## config.mk

```make
export PLATFORM = sky130hd
export DESIGN_NAME = nor_sweep_ctrl
export DESIGN_NICKNAME = d
export VERILOG_FILES = /design/src/rtl/nor_pkg.sv /design/src/rtl/nor_hold_timer.sv /design/src/rtl/nor_sweep_ctrl.sv
export SDC_FILE = /design/constraint.sdc
export NUM_CORES = 1
export LEC_CHECK = 0
export CAP_MARGIN = 20
export CORE_ASPECT_RATIO = 1.4
export CORE_UTILIZATION = 50
export DETAILED_ROUTE_END_ITERATION = 6
export PLACE_DENSITY = 0.78
export SLEW_MARGIN = 15
export SYNTH_ARGS = -nofsm -noshare
export SYNTH_HDL_FRONTEND = slang
export SYNTH_SLANG_ARGS = --single-unit
export TNS_END_PERCENT = 5
```

## constraint.sdc

```tcl
create_clock -name clk -period 3.9 [get_ports clk]
set_input_delay 0.78 -clock clk [delete_from_list [all_inputs] [get_ports clk]]
set_output_delay 0.78 -clock clk [all_outputs]
set_load 0.05 [all_outputs]
```

## src/rtl/nor_pkg.sv

```systemverilog
// Shared definitions for the NOR gate sweep self-test.
// State encoding, vector count and ideal truth table.
package nor_pkg;

    typedef enum logic [1:0] {
        ST_IDLE,
        ST_RUN,
        ST_DONE
    } state_t;

    localparam int NUM_VECTORS = 8;
    localparam int IDX_W       = 3;

    localparam logic [NUM_VECTORS-1:0] EXPECTED_TT = 8'h01;

endpackage

```

## src/rtl/nor_hold_timer.sv

```systemverilog
// Down-counter timing how long each vector is held.
// Loads a start value, counts down to zero and stops there.
module nor_hold_timer #(
    parameter int W = 1
) (
    input  logic         clk,
    input  logic         rst_n,
    input  logic         load,
    input  logic [W-1:0] load_val,
    input  logic         en,
    output logic         zero
);

    logic [W-1:0] cnt;

    assign zero = (cnt == '0);

    // load takes priority; otherwise count down and stop at zero
    always_ff @(posedge clk or negedge rst_n) begin
        if (!rst_n) begin
            cnt <= '0;
        end else if (load) begin
            cnt <= load_val;
        end else if (en && !zero) begin
            cnt <= cnt - W'(1);
        end
    end

endmodule

```

## src/rtl/nor_sweep_ctrl.sv

```systemverilog
// Self-test sequencer for the 3-input NOR gate.
// Walks all 8 vectors, samples the gate and scores the result.
module nor_sweep_ctrl
    import nor_pkg::*;
#(
    parameter int HOLD_CYCLES = 1
) (
    input  logic       clk,
    input  logic       rst_n,
    input  logic       start,
    input  logic       abort,
    input  logic       s_in,
    output logic       a,
    output logic       b,
    output logic       c,
    output logic       busy,
    output logic       done,
    output logic       pass,
    output logic [7:0] tt,
    output logic [3:0] err_cnt,
    output logic [2:0] first_fail,
    output logic       fail_valid
);

    localparam int HOLD_EFF = (HOLD_CYCLES < 1) ? 1 : HOLD_CYCLES;
    localparam int TW       = $clog2(HOLD_EFF) + 1;

    state_t           state;
    logic [IDX_W-1:0] idx;
    logic             hold_zero;
    logic             hold_load;
    logic             hold_en;
    logic             mism;
    logic             last;
    logic             go;

    assign go   = (state == ST_IDLE) && start && !abort;
    assign mism = (s_in != ~|idx);
    assign last = (idx == IDX_W'(NUM_VECTORS - 1));

    assign hold_en   = (state == ST_RUN) && !abort;
    assign hold_load = go || (hold_en && hold_zero && !last);

    nor_hold_timer #(
        .W(TW)
    ) u_timer (
        .clk      (clk),
        .rst_n    (rst_n),
        .load     (hold_load),
        .load_val (TW'(HOLD_EFF - 1)),
        .en       (hold_en),
        .zero     (hold_zero)
    );

    // sweep FSM with registered gate inputs and scoring results
    always_ff @(posedge clk or negedge rst_n) begin
        if (!rst_n) begin
            state      <= ST_IDLE;
            idx        <= '0;
            {a, b, c}  <= 3'b000;
            busy       <= 1'b0;
            done       <= 1'b0;
            pass       <= 1'b0;
            tt         <= '0;
            err_cnt    <= '0;
            first_fail <= '0;
            fail_valid <= 1'b0;
        end else begin
            done <= 1'b0;
            unique case (state)
                ST_IDLE: begin
                    if (go) begin
                        state      <= ST_RUN;
                        idx        <= '0;
                        {a, b, c}  <= 3'b000;
                        busy       <= 1'b1;
                        pass       <= 1'b0;
                        tt         <= '0;
                        err_cnt    <= '0;
                        first_fail <= '0;
                        fail_valid <= 1'b0;
                    end
                end
                ST_RUN: begin
                    if (abort) begin
                        state     <= ST_IDLE;
                        busy      <= 1'b0;
                        {a, b, c} <= 3'b000;
                    end else if (hold_zero) begin
                        tt[idx] <= s_in;
                        if (mism) begin
                            err_cnt <= err_cnt + 4'd1;
                            if (!fail_valid) begin
                                first_fail <= idx;
                                fail_valid <= 1'b1;
                            end
                        end
                        if (last) begin
                            state     <= ST_DONE;
                            busy      <= 1'b0;
                            done      <= 1'b1;
                            {a, b, c} <= 3'b000;
                            pass      <= (err_cnt == 4'd0) && !mism;
                        end else begin
                            idx       <= idx + 3'd1;
                            {a, b, c} <= idx + 3'd1;
                        end
                    end
                end
                ST_DONE: begin
                    state <= ST_IDLE;
                end
                default: begin
                    state <= ST_IDLE;
                end
            endcase
        end
    end

endmodule

```

=== After elaboration in Yosys (flattened, before gate mapping) ===
Cells that the tools add are included.

* Register bits: 28
* Latch bits: 0
* RAM bits: 0
* ROM bits: 0
* Input port bits: 5
* Logic and storage cells: 116
* Memories kept: 0

* Add/sub/neg operators: 3
* Multipliers: 0
* Divide/modulo/power cells: 0
* Magnitude comparators: 2
* Equal/unequal tests: 12
* Shift operators: 0
* Muxes and demuxes: 59
* Bitwise logic cells: 1
* Reductions and logical operators: 26

{| class="wikitable"
|+ Operator list
! operator !! count
|-
| $mux W1 || 27
|-
| $mux W3 || 8
|-
| $mux W8 || 3
|-
| $mux W4 || 4
|-
| $pmux W8 S2 || 1
|-
| $reduce_and A5 Y1 || 3
|-
| $ne A2 B2 Y1 const B || 7
|-
| $pmux W1 S2 || 6
|-
| $pmux W3 S2 || 2
|-
| $bwmux W8 || 1
|-
| $logic_and A1 B1 Y1 || 8
|-
| $mux W2 || 4
|-
| $pmux W4 S2 || 1
|-
| $reduce_and A4 Y1 || 2
|-
| $ne A3 B3 Y1 const B || 2
|-
| $reduce_and A3 Y1 || 2
|-
| $reduce_and A6 Y1 || 1
|-
| $add A4 B1 Y4 const B || 1
|-
| $logic_not A1 Y1 || 4
|-
| $logic_not A4 Y1 || 1
|-
| $lt A3 B4 Y1 const B || 1
|-
| $pmux W2 S2 || 1
|-
| $reduce_bool A2 Y1 || 2
|-
| $add A3 B1 Y3 const B || 1
|-
| other kinds (10) || 10
|}

=== Depth between registers and ports, before layout ===
* Depth in word-level cells: 9
* Depth in mapped cells: 7

=== Cells and area by module ===
Synthesis repeated with hierarchy kept, for this count alone.

* Cells, all modules: 141
* Area total of the unflattened synthesis: 1418.9 µm²

{| class="wikitable"
|+ Modules (own cells, without submodules)
! module !! times used !! cells an instance !! area an instance (µm²) !! sequential area each (µm²)
|-
| nor_sweep_ctrl || 1 || 137 || 1373.8 || 675.6
|-
| nor_hold_timer || 1 || 4 || 45.0 || 25.0
|}

=== Least setup slack after synthesis ===
Ideal clock, no wire load.

* Path kind: in2reg
* Start: in abort
* End: reg err_cnt[0]
* Setup time: 0.127 ns
* Arrival: 1.746 ns
* Data required time: 3.773 ns
* Setup slack: 2.026 ns
* Stages: 5
* Buffers on the path: 1
* Cells stage by stage: buf_2 > nor2_8 > a21boi_4 > o21ai_1 > mux2_1

* Word-level cells in the longest chain between the ends: 4

{| class="wikitable"
|+ RTL lines
! element !! RTL line !! RTL
|-
| from (decl) || nor_sweep_ctrl.sv:11 || <nowiki>input logic abort,</nowiki>
|-
| $logic_not A1 Y1 || nor_sweep_ctrl.sv:37 || <nowiki>assign go = (state == ST_IDLE) && start && !abort;</nowiki>
|-
| $logic_and A1 B1 Y1 || nor_sweep_ctrl.sv:37 ||
|-
| $ne A2 B2 Y1 (no line) || - ||
|-
| $reduce_and A5 Y1 (no line) * || - ||
|-
| to (signal assigned) || nor_sweep_ctrl.sv:92 || <nowiki>err_cnt <= err_cnt + 4'd1;</nowiki>
|-
| to (decl) || nor_sweep_ctrl.sv:20 || <nowiki>output logic [3:0] err_cnt,</nowiki>
|}

Mark *: on every way between the ends. The rest lies on a longest branch, timed or not.
A chain may end at the register's enable or synchronous reset.

=== Worst setup path in the final report ===
* Start: reg err_cnt[0]
* End: out err_cnt[0]

No word-level cell between the ends.

==> impl_results.rst <==
.. list-table::
   :header-rows: 1

   * - Metric
     - Value
   * - Core Footprint
     - ~2800 um2
   * - Maximum number of pins on one net before global-route repair
     - 29
   * - Buffer levels on the longest clock path
     - 2
   * - Number of routed nets with antenna violations
     - 0
   * - Wire length of the first global-routing pass
     - roughly 5000 um
   * - # nets final
     - 180
   * - Total of hold buffers inserted after clock tree synthesis
     - 0
   * - Number of enable-type register cells in the synthesized netlist
     - 0
   * - Post-route design area
     - around 1800 um2
   * - Count of mapped cells out of synthesis
     - 143
   * - Leakage power figure
     - between 0.7 and 0.8 nW
   * - Initial core utilization
     - 0.528
   * - Worst path cell trace
     - clkdlybuf4s50_1
   * - Number of antenna violations at the first check in global routing
     - 0
   * - Area used by sequential logic in the layout
     - between 700 and 800 um2
   * - Clock Pin Slew Worst Setup and Hold Paths
     - about 0.090 ns
   * - Placement Cell Area
     - 1790 um2
   * - Die Span X
     - approximately 48 um
   * - Post-synth design cell area
     - approximately 1500 um2
   * - Number of failing hold endpoints at the final stage
     - 0
   * - Port-buffer cells
     - 26
   * - Setup violations, final
     - 0
   * - Slew headroom
     - 0.503
   * - Most frequent cells after synthesis
     - sky130_fd_sc_hd__dfrtp_1 (28), sky130_fd_sc_hd__nand2_1 (11), sky130_fd_sc_hd__a22o_1 (9), sky130_fd_sc_hd__o21ai_0 (9), sky130_fd_sc_hd__o21ai_1 (8)
   * - PnR Total Power
     - roughly 870 uW
   * - Drt drc
     - 0
   * - Boundary pin count
     - 27
   * - Post-CTS repair timing setup buffer count
     - 0
   * - Post-Syn Nets
     - 154
   * - Floorplan die height
     - approximately 67 um
   * - Synth unique cells
     - 44
   * - RSZ-0062 raised after global routing
     - false
   * - Highest cell delay on the worst timing path
     - between 0.8 and 0.9 ns
   * - Latest clock arrival within the worst-skew pair
     - 0.27 ns
   * - Clock buffer count from CTS
     - 3
   * - Fill cells
     - 225
   * - Final min period
     - 2.30 ns
   * - Vias in the first global route
     - about 1100
   * - Capturing element type of the critical path
     - output pin
   * - Start-to-end type of the worst setup path
     - reg -> out
   * - Top_reg_cell synth
     - sky130_fd_sc_hd__dfrtp_1
   * - Final antenna diode count
     - 0
   * - Area taken by multi-input logic gates
     - between 700 and 800 um2
   * - Power per Cell Area
     - ~470 nW/um2
   * - Synth-to-Final Area Change
     - 22.5%
   * - DRT Pass-1 Iters
     - 4
   * - Yosys top cell by area
     - sky130_fd_sc_hd__dfrtp_1
   * - Status
     - completed
   * - Worst Path Arrival
     - about 1.5 ns
   * - Iteration-0 DRC count of the detailed router
     - 46
   * - Num rows
     - 23
   * - Fraction of synthesis flops using an asynchronous set or reset pin
     - 1.00
   * - Top-area cell type share of the netlist area
     - 0.466
   * - Weighted congestion at the end of routability-driven global placement
     - about 0.8
   * - Share of the cycle needed by the critical path after routing
     - 0.590
   * - Vias after detailed routing
     - ~1200
   * - Mean area per synthesized cell
     - 10.5 um2
   * - Yosys synthesis warning count
     - 0
   * - Half-perimeter wire length after placement
     - between 2000 and 2500 um
   * - Final number of max-transition violations
     - 0
   * - CTS tree
     - done
   * - Root Buffer Master
     - sky130_fd_sc_hd__clkbuf_8
   * - Global route total overflow
     - 0
   * - Req. time, crit path
     - about 3.1 ns
   * - WL final
     - ~3000 um
   * - Number of sinks handled by clock tree synthesis
     - 28
   * - Total of cells resized after clock tree synthesis
     - 0
   * - Biggest fanout along the worst timing path
     - 5
   * - Flops & latches, synth
     - 28
   * - Total Routing Usage GR
     - 0.203
   * - Most area-consuming cells after synthesis
     - sky130_fd_sc_hd__dfrtp_1 (47%), sky130_fd_sc_hd__a22o_1 (5.2%), sky130_fd_sc_hd__ha_1 (5.0%), sky130_fd_sc_hd__o21ai_0 (3.0%), sky130_fd_sc_hd__nand2b_1 (2.9%)
   * - Kind of launch point of the worst setup path
     - flop
   * - Largest clock skew in the final design
     - between 0.005 and 0.006 ns
   * - Register area share after synthesis
     - 0.466
   * - Maximum clock rate
     - about 0.43 GHz
   * - Routed WL per cell
     - about 14 um
   * - Fraction of layout instances using a drive strength above 1
     - 0.107
   * - Max Cap Viol
     - 0
   * - Buf/Inv on CP
     - 1
   * - Worst VDD drop
     - about 0.26 mV
   * - Total negative setup slack
     - 0 ns
   * - Library cell with the highest instance count after synthesis
     - sky130_fd_sc_hd__dfrtp_1
   * - Measured slew at the worst slew-check pin
     - ~0.75 ns
   * - Slowest library cell on the worst path
     - sky130_fd_sc_hd__clkdlybuf4s50_1
   * - CP delay by family, top
     - buffers and inverters
   * - Average vias per placed instance
     - 5.69
   * - H-tree depth
     - 1
   * - Area of the die
     - 3230 um2
   * - Tightest Hold Check Type
     - reg -> reg
-- stage by stage --
stage | cells | util | setup slack (ns) | hold slack [ns]
6_report | 205 | 0.646 | 1.60 | 0.484
5_1_grt | 205 | 0.646 | 1.49 | 0.521
3_3_place_gp | 201 | 0.627 | 1.37 | 0.467
2_1_floorplan | 143 | - | 2.03 | 0.484
3_5_place_dp | 201 | 0.627 | 1.32 | 0.469
4_1_cts | 205 | 0.646 | 1.59 | 0.491
-- where the power goes --
part,switching [mW],internal [mW],leakage (nW)
registers,0.0514,0.326,0.378
clock network,0.0879,0.0903,0.0288
logic,0.196,0.116,0.389
total,0.335,0.532,0.796
-- worst reg2reg max path: cells and delay by family (launching register included) --
family,cells,cell delay [ns]
AND/OR/NAND/NOR,2,0.23
multiplexers,1,0.32
adder cells (fa/ha/maj),1,0.21
buffers and inverters,1,0.10
flip-flops,1,0.63
XOR/XNOR,1,0.36
-- cell type report --
| type | instances | area share |
|---|---|---|
| clock buffers | 4 | 0.0299 |
| inverters | 5 | 0.0102 |
| multi-input cells | 104 | 0.409 |
| flip-flops and latches | 28 | 0.380 |
| well taps | 37 | 0.0251 |
| repair buffers | 27 | 0.145 |
-- path summary, 6_finish.rpt --
path,end,depth (start not counted),startpoint,slack (ns)
worst max register to register,err_cnt[0],6,idx[0],1.94
worst min-delay path,pass,2,pass,0.48
max in group asynchronous,fail_valid,2,rst_n,2.76
min in group asynchronous,first_fail[1],2,rst_n,0.88
worst min register to register,pass,2,pass,0.48
worst max-delay path,err_cnt[0],1,err_cnt[0],1.60
-- routing by layer --
metal / GRT usage / vias to the layer above / wire length, um
li1: - / 565 / -
met5: 0 / - / 0
met2: 0.349 / 31 / 1450
met1: 0.257 / 567 / 1370
met4: 0.0919 / 0 / 52
met3: 0.0228 / 4 / 97
-- flip-flops by register name, summed over array words and instances, names as in the netlist --
name         flops
tt               8
err_cnt          4
first_fail       3
idx              3
state            2
a                1
b                1
busy             1
c                1
done             1
fail_valid       1
pass             1
u_timer.cnt      1
-- layout by cell type (no fill, tap or decap), types with 4 or more instances in the layout --
cell type / instances
sky130_fd_sc_hd__a21oi_1: 6
sky130_fd_sc_hd__a22o_1: 9
sky130_fd_sc_hd__clkbuf_8: 4
sky130_fd_sc_hd__clkdlybuf4s50_1: 26
sky130_fd_sc_hd__dfrtp_1: 28
sky130_fd_sc_hd__ha_1: 6
sky130_fd_sc_hd__inv_1: 5
sky130_fd_sc_hd__nand2_1: 11
sky130_fd_sc_hd__nand2b_1: 7
sky130_fd_sc_hd__nor2_1: 6
sky130_fd_sc_hd__o21ai_0: 9
sky130_fd_sc_hd__o21ai_1: 8
-- logic make-up (layout without fill, tap and decap cells) --
family / count (synthesis) / after routing / share of synthesized area
AO/OA/AOI/OAI: 43 / 43 / 0.197
XOR/XNOR: 2 / 2 / 0.0116
adder cells (fa/ha/maj): 6 / 6 / 0.0499
buffers and inverters: 11 / 36 / 0.0333
flip-flops: 28 / 28 / 0.466
multiplexers: 5 / 5 / 0.0366
AND/OR/NAND/NOR: 48 / 48 / 0.205
Note: power is estimated with default switching activity, not from simulation.
